[src/rtl/ram_arbiter_if.sv]
// Block-command bundle between the two requesters, the arbiter and the SDRAM controller.
// The arbiter uses the slave modport; requesters and the controller model sit on the master side.
interface ram_arbiter_if #(
  parameter int BlockWidth = 12
);
  logic                  img_req;
  logic [BlockWidth-1:0] img_block;
  logic                  img_gnt;
  logic                  img_done;
  logic                  sd_req;
  logic [BlockWidth-1:0] sd_block;
  logic                  sd_gnt;
  logic                  sd_done;
  logic                  ram_cmd_trigger;
  logic                  ram_cmd_ready;
  logic [BlockWidth-1:0] ram_cmd_block;
  logic                  ram_cmd_write;

  modport slave (
    input  img_req, img_block, img_done,
    input  sd_req, sd_block, sd_done,
    input  ram_cmd_ready,
    output img_gnt, sd_gnt,
    output ram_cmd_trigger, ram_cmd_block, ram_cmd_write
  );

  modport master (
    output img_req, img_block, img_done,
    output sd_req, sd_block, sd_done,
    output ram_cmd_ready,
    input  img_gnt, sd_gnt,
    input  ram_cmd_trigger, ram_cmd_block, ram_cmd_write
  );
endinterface

[src/rtl/ram_arbiter.sv]
// Two-requester SDRAM block-command arbiter: img (write) has priority, sd (read) gets a slot after MaxImgConsec img grants.
// Optional ownership watchdog enabled by defining RAM_ARB_TIMEOUT_EN.
//
// state | meaning
// IDLE  | choose next owner from pending requests
// ISSUE | command presented, waiting for ram_cmd_ready
// OWNED | owner holds the RAM until its done pulse
module ram_arbiter #(
  parameter int BlockWidth    = 12,
  parameter int MaxImgConsec  = 4,
  parameter int TimeoutCycles = 65535
) (
  input  logic             clk,
  input  logic             rst_,
  ram_arbiter_if.slave     bus,
  output logic             err_timeout
);

  localparam int CW = $clog2(MaxImgConsec + 1);
  localparam logic [CW-1:0] CONSEC_MAX = CW'(MaxImgConsec);

  if (MaxImgConsec < 1) begin : g_bad_consec
    $error("ram_arbiter: MaxImgConsec must be >= 1");
  end
  if (TimeoutCycles < 1) begin : g_bad_timeout
    $error("ram_arbiter: TimeoutCycles must be >= 1");
  end

  typedef enum logic [1:0] {
    IDLE  = 2'd0,
    ISSUE = 2'd1,
    OWNED = 2'd2
  } state_t;

  state_t                state_q, state_d;
  logic                  owner_img_q, owner_img_d;
  logic                  img_gnt_q, img_gnt_d;
  logic                  sd_gnt_q, sd_gnt_d;
  logic                  trig_q, trig_d;
  logic [BlockWidth-1:0] block_q, block_d;
  logic                  write_q, write_d;
  logic [CW-1:0]         consec_q, consec_d;
  logic                  owner_done;

`ifdef RAM_ARB_TIMEOUT_EN
  localparam int TW = $clog2(TimeoutCycles + 1);
  localparam logic [TW-1:0] TMO_LAST = TW'(TimeoutCycles - 1);
  logic [TW-1:0] tmo_q, tmo_d;
  logic          err_q, err_d;
`endif

  // Done from the non-owner is never looked at.
  assign owner_done = owner_img_q ? bus.img_done : bus.sd_done;

  always_comb begin
    state_d     = state_q;
    owner_img_d = owner_img_q;
    img_gnt_d   = img_gnt_q;
    sd_gnt_d    = sd_gnt_q;
    trig_d      = trig_q;
    block_d     = block_q;
    write_d     = write_q;
    consec_d    = consec_q;
`ifdef RAM_ARB_TIMEOUT_EN
    tmo_d       = '0;
    err_d       = err_q;
`endif
    case (state_q)
      IDLE: begin
        if (bus.img_req && !(bus.sd_req && consec_q == CONSEC_MAX)) begin
          owner_img_d = 1'b1;
          block_d     = bus.img_block;
          write_d     = 1'b1;
          trig_d      = 1'b1;
          state_d     = ISSUE;
          // img only wins with sd pending while below the limit, so +1 cannot overflow
          consec_d    = bus.sd_req ? consec_q + CW'(1) : '0;
        end else if (bus.sd_req) begin
          owner_img_d = 1'b0;
          block_d     = bus.sd_block;
          write_d     = 1'b0;
          trig_d      = 1'b1;
          state_d     = ISSUE;
          consec_d    = '0;
        end
      end
      ISSUE: begin
        if (bus.ram_cmd_ready) begin
          trig_d    = 1'b0;
          img_gnt_d = owner_img_q;
          sd_gnt_d  = !owner_img_q;
          state_d   = OWNED;
        end
`ifdef RAM_ARB_TIMEOUT_EN
        else if (tmo_q == TMO_LAST) begin
          trig_d  = 1'b0;
          err_d   = 1'b1;
          state_d = IDLE;
        end else begin
          tmo_d = tmo_q + TW'(1);
        end
`endif
      end
      OWNED: begin
        if (owner_done) begin
          img_gnt_d = 1'b0;
          sd_gnt_d  = 1'b0;
          state_d   = IDLE;
        end
`ifdef RAM_ARB_TIMEOUT_EN
        else if (tmo_q == TMO_LAST) begin
          img_gnt_d = 1'b0;
          sd_gnt_d  = 1'b0;
          err_d     = 1'b1;
          state_d   = IDLE;
        end else begin
          tmo_d = tmo_q + TW'(1);
        end
`endif
      end
      default: begin
        img_gnt_d = 1'b0;
        sd_gnt_d  = 1'b0;
        trig_d    = 1'b0;
        state_d   = IDLE;
      end
    endcase
  end

  always_ff @(posedge clk or negedge rst_) begin
    if (!rst_) begin
      state_q     <= IDLE;
      owner_img_q <= 1'b0;
      img_gnt_q   <= 1'b0;
      sd_gnt_q    <= 1'b0;
      trig_q      <= 1'b0;
      block_q     <= '0;
      write_q     <= 1'b0;
      consec_q    <= '0;
    end else begin
      state_q     <= state_d;
      owner_img_q <= owner_img_d;
      img_gnt_q   <= img_gnt_d;
      sd_gnt_q    <= sd_gnt_d;
      trig_q      <= trig_d;
      block_q     <= block_d;
      write_q     <= write_d;
      consec_q    <= consec_d;
    end
  end

`ifdef RAM_ARB_TIMEOUT_EN
  always_ff @(posedge clk or negedge rst_) begin
    if (!rst_) begin
      tmo_q <= '0;
      err_q <= 1'b0;
    end else begin
      tmo_q <= tmo_d;
      err_q <= err_d;
    end
  end
  assign err_timeout = err_q;
`else
  assign err_timeout = 1'b0;
`endif

  assign bus.img_gnt         = img_gnt_q;
  assign bus.sd_gnt          = sd_gnt_q;
  assign bus.ram_cmd_trigger = trig_q;
  assign bus.ram_cmd_block   = block_q;
  assign bus.ram_cmd_write   = write_q;

endmodule

[src/flat_wrapper.sv]
// flat-port wrapper written by rule: the top's interface ports become plain ports
module ram_arbiter_flat 
#(
  parameter int BlockWidth    = 12,
  parameter int MaxImgConsec  = 4,
  parameter int TimeoutCycles = 65535
)
  (clk, rst_, err_timeout, bus_img_req, bus_img_block, bus_img_done, bus_sd_req, bus_sd_block, bus_sd_done, bus_ram_cmd_ready, bus_img_gnt, bus_sd_gnt, bus_ram_cmd_trigger, bus_ram_cmd_block, bus_ram_cmd_write);
  ram_arbiter_if #(.BlockWidth(BlockWidth)) bus_i ();
  input  logic clk;
  input  logic rst_;
  output logic err_timeout;
  input wire logic [$bits(bus_i.img_req)-1:0] bus_img_req;
  input wire logic [$bits(bus_i.img_block)-1:0] bus_img_block;
  input wire logic [$bits(bus_i.img_done)-1:0] bus_img_done;
  input wire logic [$bits(bus_i.sd_req)-1:0] bus_sd_req;
  input wire logic [$bits(bus_i.sd_block)-1:0] bus_sd_block;
  input wire logic [$bits(bus_i.sd_done)-1:0] bus_sd_done;
  input wire logic [$bits(bus_i.ram_cmd_ready)-1:0] bus_ram_cmd_ready;
  output wire logic [$bits(bus_i.img_gnt)-1:0] bus_img_gnt;
  output wire logic [$bits(bus_i.sd_gnt)-1:0] bus_sd_gnt;
  output wire logic [$bits(bus_i.ram_cmd_trigger)-1:0] bus_ram_cmd_trigger;
  output wire logic [$bits(bus_i.ram_cmd_block)-1:0] bus_ram_cmd_block;
  output wire logic [$bits(bus_i.ram_cmd_write)-1:0] bus_ram_cmd_write;
  assign bus_i.img_req = bus_img_req;
  assign bus_i.img_block = bus_img_block;
  assign bus_i.img_done = bus_img_done;
  assign bus_i.sd_req = bus_sd_req;
  assign bus_i.sd_block = bus_sd_block;
  assign bus_i.sd_done = bus_sd_done;
  assign bus_i.ram_cmd_ready = bus_ram_cmd_ready;
  assign bus_img_gnt = bus_i.img_gnt;
  assign bus_sd_gnt = bus_i.sd_gnt;
  assign bus_ram_cmd_trigger = bus_i.ram_cmd_trigger;
  assign bus_ram_cmd_block = bus_i.ram_cmd_block;
  assign bus_ram_cmd_write = bus_i.ram_cmd_write;
  ram_arbiter #(.BlockWidth(BlockWidth), .MaxImgConsec(MaxImgConsec), .TimeoutCycles(TimeoutCycles)) u_core (.clk(clk), .rst_(rst_), .bus(bus_i), .err_timeout(err_timeout));
endmodule
[config.mk]
export PLATFORM = sky130hd
export DESIGN_NAME = ram_arbiter_flat
export DESIGN_NICKNAME = d
export VERILOG_FILES = /design/src/rtl/ram_arbiter_if.sv /design/src/rtl/ram_arbiter.sv /design/src/flat_wrapper.sv
export SDC_FILE = /design/constraint.sdc
export NUM_CORES = 1
export LEC_CHECK = 0
export CORE_ASPECT_RATIO = 0.9
export CORE_MARGIN = 5
export CORE_UTILIZATION = 38
export CTS_CLUSTER_DIAMETER = 150
export DETAILED_ROUTE_END_ITERATION = 7
export PLACE_DENSITY = 0.8
export SYNTH_ARGS = -nofsm -noshare
export SYNTH_HDL_FRONTEND = slang
export SYNTH_SLANG_ARGS = --single-unit
export TNS_END_PERCENT = 5
[constraint.sdc]
create_clock -name clk -period 1.3 [get_ports clk]
set_input_delay 0.26 -clock clk [delete_from_list [all_inputs] [get_ports clk]]
set_output_delay 0.26 -clock clk [all_outputs]
set_load 0.05 [all_outputs]
==> flow_metrics.py, run 1 <==
metrics = {
    "critical_path": {
        "path_cells": "clkdlybuf4s50_1 -> buf_4 -> nand2_1 -> nand4bb_1 -> a31oi_1",
        "slowest_delay_ns": 0.54,
        "crit_path_top_delay_cell": "clkdlybuf4s50_1",
        "critPathKind": "primary input to register",
        "required_ns": 1.53,
        "arrival_ns": 1.50,
        "worst-path-max-fanout": 12,
        "cp-start-kind": "primary input",
        "end_kind": "register",
    },
    "finish": {
        "area_growth_pct": 68.6,
        "layout.nets": 207,
        "design_area_um2": 1940,
        "final_cell_mix": "clkdlybuf4s50_1, dfrtp_1, buf_12",
        "mostFrequentLayoutCell": "clkdlybuf4s50_1",
        "diodes": 0,
        "drive_gt1_frac": 0.329,
        "nFillCells": 231,
    },
    "synth": {
        "synth_top_family_by_area": "compound AO/OA/AOI/OAI gates",
        "synth_edf_count": 0,
        "synth-simple-area-share": 0.124,
        "yosysSeqAreaShare": 0.457,
        "synth_top_area_share": 0.457,
        "synth-main-ff-cell": "dfrtp_1",
        "netlist_area_um2": 1150,
        "yosysTopAreaCell": "dfrtp_1",
        "synthCells": 118,
        "ys_seq_elements": 21,
        "syn-num-nets": 151,
        "yosysUniqueCellTypes": 28,
        "yosys_warnings": 0,
        "synthXorXnorAreaFrac": 0,
        "synth_fa_ha_area_frac": 0.0217,
        "synth_mux_area_frac": 0.00870,
        "syn_area_per_cell_um2": 9.76,
        "synth_area_leaders": "dfrtp_1, a31oi_2, a21oi_1",
        "synth_compound_area_frac": 0.302,
        "async_reset_ff_frac": 1.00,
    },
    "grt": {
        "grtUsageTotal": 0.162,
        "grt_overflow": 0,
        "grt_pass1_vias": 1209,
        "grt_start_max_net_pins": 22,
        "antenna_found_initial": 0,
        "grt_pass1_wl_um": 5420,
    },
    "detailed_routing": {
        "route.final.wire_length_um": 3460,
        "dr.first_iter.drc_count": 68,
        "dr.pass1.iters": 4,
        "ant_nets": 0,
        "drc": 0,
        "wl_per_cell_um": 16.1,
        "viasPerCell": 5.40,
        "num_vias": 1162,
    },
    "timing": {
        "rsz0062_at_grt": "yes",
        "report.final.slew_viol_count": 0,
        "post-route-min-period_ns": 1.27,
        "clock.fmax_mhz": 788,
        "setup_viol": 0,
        "hold_viol": 0,
        "fin_crit_sh": 0.976,
        "finalClockSkew_ns": 0.0101,
    },
    "place": {
        "dp_hpwl_um": 2390,
        "placed_cell_area_um2": 1830,
        "place.gp.congestion": 0.726,
        "numPortBuffers": 46,
    },
    "die": {
        "rows": 19,
        "start_util": 0.387,
        "coreArea_um2": 2970,
        "dieHeight_um": 62.2,
        "fp.dieW_um": 68.0,
        "dieArea_um2": 4230,
        "io_pins": 48,
    },
    "status": {
        "status": "complete, no violations",
    },
    "clocking": {
        "clockBufferDepth": 2,
        "clock_latency_ns": 0.31,
        "cts_tree": "yes",
        "clk_pin_slew_ns": 0.13,
        "root_buffer": "clkbuf_4",
        "htree_levels": 1,
        "numClockSinks": 21,
        "numCtsBuffers": 3,
    },
    "power": {
        "p_leak_nw": 0.797,
        "power.density_nw_per_um2": 2560,
        "peakVddDrop_v": 0.00118,
        "power_mw": 4.97,
    },
    "hold_path": {
        "hp-class": "primary input to async pin",
    },
    "flow_run": {
        "cap_violations": 0,
    },
}
-- per-stage QoR --
stage	std cells	hold slack, ns	setup TNS (ns)	utilization	setup slack [ns]
finish	215	0.276	0	0.653	0.0308
global route	215	0.287	-0.212	0.653	-0.0480
CTS	211	0.295	0	0.637	0.0214
detailed placement	206	0.508	-5.51	0.617	-0.365
global placement	206	0.497	-4.23	0.617	-0.261
floorplan	118	-0.0356	-0.298	-	-0.0331
-- flip-flops by register name, summed over array words and instances (netlist names) --
signal / cells
u_core.bus.sd_gnt: 1
u_core.bus.ram_cmd_block: 12
u_core.bus.ram_cmd_trigger: 1
u_core.owner_img_q: 1
u_core.consec_q: 3
u_core.state_q: 2
u_core.bus.img_gnt: 1
-- worst max-delay path, delay by kind of cell --
family / cells / cell delay, ns
AND/OR/NAND/NOR: 2 / 0.32
buffers and inverters: 2 / 0.75
AO/OA/AOI/OAI: 1 / 0.17
-- area by class of cell --
| cell class | instances | area (um2) | share of cell area |
|---|---|---|---|
| Multi-Input combinational cell | 82 | 569 | 0.293 |
| Sequential cell | 21 | 526 | 0.271 |
| Timing Repair Buffer | 62 | 751 | 0.387 |
| Clock buffer | 3 | 22.5 | 0.0116 |
| Clock inverter | 1 | 5.00 | 0.00258 |
| Inverter | 4 | 15.0 | 0.00774 |
| Tap cell | 42 | 52.6 | 0.0271 |
-- layer usage --
metal	track usage	up-vias	routed length, um
li1	-	545	-
met1	0.210	562	1430
met2	0.264	51	1750
met3	0.0414	4	245
met4	0.0422	0	31
met5	0	-	0
-- timing repair --
item | 4_1_cts | 5_1_grt
gates cloned | 1 | 1
setup buffers | 0 | 3
hold buffers | 0 | 0
endpoints found under the hold margin | 0 | 0
setup endpoints to repair | 12 | 14
resized for setup | 14 | 11
pin swaps | 0 | 4
-- logic make-up after synthesis --
| group | after synthesis |
|---|---|
| AO/OA/AOI/OAI | 50 |
| adder cells (fa/ha/maj) | 2 |
| buffers and inverters | 16 |
| flip-flops | 21 |
| multiplexers | 1 |
| other | 1 |
| AND/OR/NAND/NOR | 27 |
-- report_power, final --
part	switching (mW)	internal [mW]
Sequential	0.356	0.969
Combinational	1.70	1.63
Clock	0.207	0.115
-- cell usage after synthesis, types with 2 or more instances --
cell and count:
a21oi_1 15, a31o_2 2, a31oi_1 3, a31oi_2 10, buf_2 2, buf_6 4
clkbuf_1 5, dfrtp_1 21, ha_1 2, inv_1 4, nand2_1 5, nand3_1 14
nor2_1 2, o21ai_0 14, o22ai_1 2
-- worst paths after layout --
check / cells past startpoint / to / from / slack, ns
worst max register to register: 6 / u_core.bus.ram_cmd_block[9] / u_core.consec_q[1] / 0.03
worst max-delay path: 5 / u_core.consec_q[2] / bus_img_req / 0.03
worst min register to register: 1 / u_core.state_q[0] / u_core.state_q[1] / 0.53
min in group clk: 3 / u_core.bus.ram_cmd_block[4] / bus_img_block[4] / 0.52
worst min-delay path: 2 / u_core.state_q[0] / rst_ / 0.28
max in group asynchronous: 2 / u_core.bus.ram_cmd_block[0] / rst_ / 0.80
No activity file was read; power rests on OpenSTA's default activity.
==> run 2: changes to the inputs <==
Settings changed: CORE_UTILIZATION 38 to 42, PLACE_DENSITY 0.8 to 0.84.
Clock period 1.3 ns to 1.4 ns, I/O delays scaled along.
==> flow_metrics.py, run 2 (synthesized netlist as in run 1, its figures left out) <==
metrics = {
    "grt": {
        "grt_pass1_wl_um": 5330,
        "grt_overflow": 0,
        "antenna_found_initial": 0,
        "grt_start_max_net_pins": 22,
        "grtUsageTotal": 0.176,
        "grt_pass1_vias": 1190,
    },
    "die": {
        "dieHeight_um": 59.7,
        "rows": 18,
        "io_pins": 48,
        "coreArea_um2": 2680,
        "start_util": 0.430,
        "dieArea_um2": 3890,
        "fp.dieW_um": 65.2,
    },
    "power": {
        "power.density_nw_per_um2": 2420,
        "pwr-share-comb": 0.651,
        "p_int_mw": 2.41,
        "pwr-share-seq": 0.278,
        "p_sw_mw": 2.10,
        "clock_power_share": 0.070,
        "p_sw_frac": 0.465,
        "peakVddDrop_v": 0.00146,
        "p_leak_nw": 0.759,
        "power_mw": 4.51,
    },
    "detailed_routing": {
        "dr.pass1.iters": 4,
        "routed.top_layer": "met4",
        "route.final.wire_length_um": 3360,
        "num_vias": 1138,
        "drc": 0,
        "viasPerCell": 5.78,
        "wl_per_cell_um": 17.1,
        "ant_nets": 0,
        "wl_met3_um": 220,
        "wl_met1_um": 1420,
        "dr_wl_met2_um": 1690,
        "dr.first_iter.drc_count": 41,
    },
    "status": {
        "status": "complete, no violations",
    },
    "finish": {
        "multi_input_area_um2": 554,
        "nFillCells": 191,
        "largest_reg_flops": 12,
        "drive_gt1_frac": 0.281,
        "area_growth_pct": 61.7,
        "register_area_um2": 526,
        "mostFrequentLayoutCell": "clkdlybuf4s50_1",
        "layout.nets": 201,
        "design_area_um2": 1860,
        "final_cell_mix": "clkdlybuf4s50_1, dfrtp_1, buf_12",
        "stdcell_count": 197,
        "diodes": 0,
    },
    "critical_path": {
        "cp-startpoint": "bus_sd_req",
        "worst-path-max-fanout": 10,
        "slowest_delay_ns": 0.52,
        "crit_path_top_delay_cell": "clkdlybuf4s50_1",
        "cp-start-kind": "primary input",
        "r2r-start": "u_core.consec_q[0]",
        "end_kind": "register",
        "critPathKind": "primary input to register",
        "arrival_ns": 1.54,
        "required_ns": 1.60,
        "path_cells": "clkdlybuf4s50_1 -> or2_1 -> buf_4 -> a21oi_1 -> a31oi_2",
    },
    "clocking": {
        "clock_latency_ns": 0.31,
        "numCtsBuffers": 3,
        "postCtsSetupRepairBufs": 0,
        "htree_levels": 1,
        "numClockSinks": 21,
        "root_buffer": "clkbuf_4",
        "cts_tree": "yes",
        "clk_pin_slew_ns": 0.13,
        "clockBufferDepth": 2,
    },
    "place": {
        "dp_hpwl_um": 2500,
        "dp.cells": 191,
        "placed_cell_area_um2": 1800,
        "place.gp.congestion": 0.788,
        "preCtsSetupSlack_ns": -0.282,
        "numPortBuffers": 46,
    },
    "timing": {
        "setup_tns_ns": 0,
        "setup_slack_ns": 0.0623,
        "hold_viol": 0,
        "setup_viol": 0,
        "finalClockSkew_ns": 0.00357,
        "fin_crit_sh": 0.955,
        "post-route-min-period_ns": 1.34,
        "clock.fmax_mhz": 748,
        "report.final.slew_viol_count": 0,
    },
    "hold_path": {
        "hp-class": "primary input to async pin",
    },
    "flow_run": {
        "cap_violations": 0,
    },
}
[run 2: cell types whose count changed in the layout (fill, tap and decap cells not counted), sizes merged]
cell,delta
clkinv,-1
dlygate4sd2,-1
clkinvlp,+1
clkbuf,+1
clkdlybuf4s50,+1
buf,-7
[run 2: final timing paths]
kind	slack, ns	cells past startpoint	endpoint
min reg2reg	0.55	1	u_core.state_q[0]
max in group asynchronous	0.90	2	u_core.bus.ram_cmd_block[0]
min	0.29	2	u_core.bus.ram_cmd_block[10]
max	0.06	5	u_core.bus.ram_cmd_block[10]
min in group clk	0.54	3	u_core.bus.ram_cmd_block[3]
max reg2reg	0.06	6	u_core.bus.ram_cmd_block[2]
[run 2: power groups by stage]
| stage | Combinational, mW | Clock (mW) | Sequential [mW] |
|---|---|---|---|
| after floorplan | 0.862 | 0 | 1.88 |
| after global placement | 2.79 | 0 | 1.24 |
| after detailed placement | 2.87 | 0 | 1.25 |
| after CTS | 2.88 | 0.317 | 1.25 |
| after global routing | 3.07 | 0.345 | 1.30 |
| final | 2.94 | 0.318 | 1.26 |
[run 2: layout make-up]
class | instances | share of cell area
clock buffer | 3 | 0.0121
clock inverter | 1 | 0.00403
inverter | 4 | 0.00806
multi-input combinational | 82 | 0.298
sequential | 21 | 0.282
tap | 30 | 0.0202
timing repair buffer | 56 | 0.376
[run 2: critical path: cells and delay by family]
family	cells	cell delay (ns)
AO/OA/AOI/OAI	2	0.23
buffers and inverters	2	0.71
AND/OR/NAND/NOR	1	0.32
[run 2: per-stage QoR]
step | util | hold slack, ns
detailed placement | 0.670 | 0.533
CTS | 0.683 | 0.299
finish | 0.695 | 0.291
floorplan | - | -0.0156
global route | 0.695 | 0.306
global placement | 0.670 | 0.494
[run 2: what timing repair did]
action,CTS,global route
endpoints found under the setup margin,12,12
pin swaps,0,0
hold buffers,0,0
cloned,0,2
resized for setup,7,5
[run 2: routing by layer]
metal	vias to the layer above	global-route usage
met1	544	0.222
li1	534	-
met2	54	0.297
met3	6	0.0395
met5	-	0
met4	0	0.0651
==> run 3: changes to the inputs <==
Settings changed: CAP_MARGIN set to 20, CORE_ASPECT_RATIO 0.9 to 0.8.
==> flow_metrics.py, run 3 (synthesized netlist as in run 1, its figures left out) <==
metrics = {
    "status": {
        "status": "complete, no violations",
    },
    "power": {
        "p_int_mw": 2.41,
        "peakVddDrop_v": 0.00103,
        "power.density_nw_per_um2": 2380,
        "power_mw": 4.44,
        "p_leak_nw": 0.756,
        "pwr-share-seq": 0.280,
        "p_sw_mw": 2.03,
        "pwr-share-comb": 0.654,
        "clock_power_share": 0.065,
        "p_sw_frac": 0.457,
    },
    "die": {
        "start_util": 0.426,
        "fp.dieW_um": 68.5,
        "coreArea_um2": 2700,
        "io_pins": 48,
        "dieHeight_um": 56.8,
        "rows": 17,
        "dieArea_um2": 3890,
    },
    "critical_path": {
        "end_kind": "register",
        "r2r_cells": 6,
        "reg2reg_to": "u_core.bus.ram_cmd_block[2]",
        "required_ns": 1.59,
        "r2r-start": "u_core.consec_q[0]",
        "r2r_setup_slack_ns": 0.10,
        "worst-path-max-fanout": 8,
        "slowest_delay_ns": 0.52,
        "cp-start-kind": "primary input",
        "critPathKind": "primary input to register",
        "crit_path_top_delay_cell": "clkdlybuf4s50_1",
        "path_cells": "clkdlybuf4s50_1 -> or2_4 -> buf_4 -> a21oi_1 -> a31oi_2",
        "arrival_ns": 1.52,
    },
    "finish": {
        "area_growth_pct": 62.2,
        "drive_gt1_frac": 0.277,
        "largest_reg_flops": 12,
        "diodes": 0,
        "nFillCells": 203,
        "design_area_um2": 1870,
        "final_cell_mix": "clkdlybuf4s50_1, dfrtp_1, buf_12",
        "mostFrequentLayoutCell": "clkdlybuf4s50_1",
        "layout.nets": 200,
    },
    "detailed_routing": {
        "route.final.wire_length_um": 3260,
        "dr.pass1.iters": 4,
        "dr.first_iter.drc_count": 45,
        "wl_met3_um": 167,
        "viasPerCell": 5.39,
        "wl_per_cell_um": 16.0,
        "num_vias": 1099,
        "dr_wl_met2_um": 1770,
        "routed.top_layer": "met4",
        "ant_nets": 0,
        "wl_met1_um": 1260,
        "drc": 0,
    },
    "clocking": {
        "numCtsBuffers": 3,
        "clock_latency_ns": 0.30,
        "numClockSinks": 21,
        "clockBufferDepth": 2,
        "cts_tree": "yes",
        "htree_levels": 1,
        "root_buffer": "clkbuf_4",
        "clk_pin_slew_ns": 0.11,
        "postCtsHoldBufs": 0,
    },
    "place": {
        "placed_cell_area_um2": 1810,
        "preCtsSetupSlack_ns": -0.307,
        "place.gp.congestion": 0.833,
        "dp_hpwl_um": 2460,
        "numPortBuffers": 46,
    },
    "grt": {
        "grt_start_max_net_pins": 22,
        "grtUsageTotal": 0.189,
        "grt_pass1_wl_um": 5530,
        "antenna_found_initial": 0,
        "grt_pass1_vias": 1150,
        "grt_overflow": 0,
    },
    "timing": {
        "hold_viol": 0,
        "rsz0062_at_grt": "no",
        "setup_slack_ns": 0.0739,
        "fin_crit_sh": 0.947,
        "finalClockSkew_ns": 0.00201,
        "post-route-min-period_ns": 1.33,
        "setup_viol": 0,
        "report.final.slew_viol_count": 0,
        "clock.fmax_mhz": 754,
        "setup_tns_ns": 0,
    },
    "flow_run": {
        "cap_violations": 0,
    },
    "hold_path": {
        "hp-class": "primary input to async pin",
    },
}
[run 3: cell type report]
type | instances | area, um2 | area share
flip-flops and latches | 21 | 526 | 0.282
inverters | 4 | 15.0 | 0.00804
clock buffers | 4 | 26.3 | 0.0141
multi-input cells | 82 | 561 | 0.300
repair buffers | 55 | 692 | 0.371
well taps | 38 | 47.5 | 0.0255
[run 3: how the worst max path moves through the flow]
stage	from	endpoint	cells after the start
2_1_floorplan	u_core.consec_q[0]	u_core.bus.ram_cmd_block[0]	6
3_3_place_gp	bus_sd_req	u_core.bus.ram_cmd_block[6]	4
3_5_place_dp	bus_sd_req	u_core.bus.ram_cmd_block[10]	4
4_1_cts	u_core.consec_q[0]	u_core.bus.ram_cmd_block[9]	5
5_1_grt	bus_sd_req	u_core.consec_q[0]	5
6_report	bus_sd_req	u_core.bus.ram_cmd_block[11]	5
[run 3: metrics by stage]
step                cells   util  hold slack (ns)
floorplan             118      -          -0.0156
detailed placement    199  0.668            0.499
finish                204  0.691            0.311
CTS                   204  0.684            0.322
global route          204  0.691            0.321
global placement      199  0.668            0.498
[run 3: power by group through the flow]
stage	registers (mW)	clock network [mW]	logic, mW
2_1_floorplan	1.88	0	0.862
3_3_place_gp	1.23	0	2.79
3_5_place_dp	1.25	0	2.85
4_1_cts	1.24	0.293	2.87
5_1_grt	1.29	0.325	3.07
6_report	1.24	0.290	2.90
[run 3: critical path: cells and delay by family]
family / cells / cell delay [ns]
simple gates: 1 / 0.33
buf+inv: 2 / 0.69
compound gates: 2 / 0.22
[run 3: what timing repair did]
| action | in CTS | in global routing |
|---|---|---|
| setup buffers | 0 | 0 |
| endpoints found under the setup margin | 12 | 14 |
| cloned | 1 | 0 |
| resized for setup | 6 | 6 |
| hold endpoints to repair | 0 | 0 |
[run 3: routing by layer]
metal  vias up  GRT usage
met4         0     0.0737
met3         7     0.0420
met2        33      0.314
met5         -          0
met1       533      0.232
li1        526          -
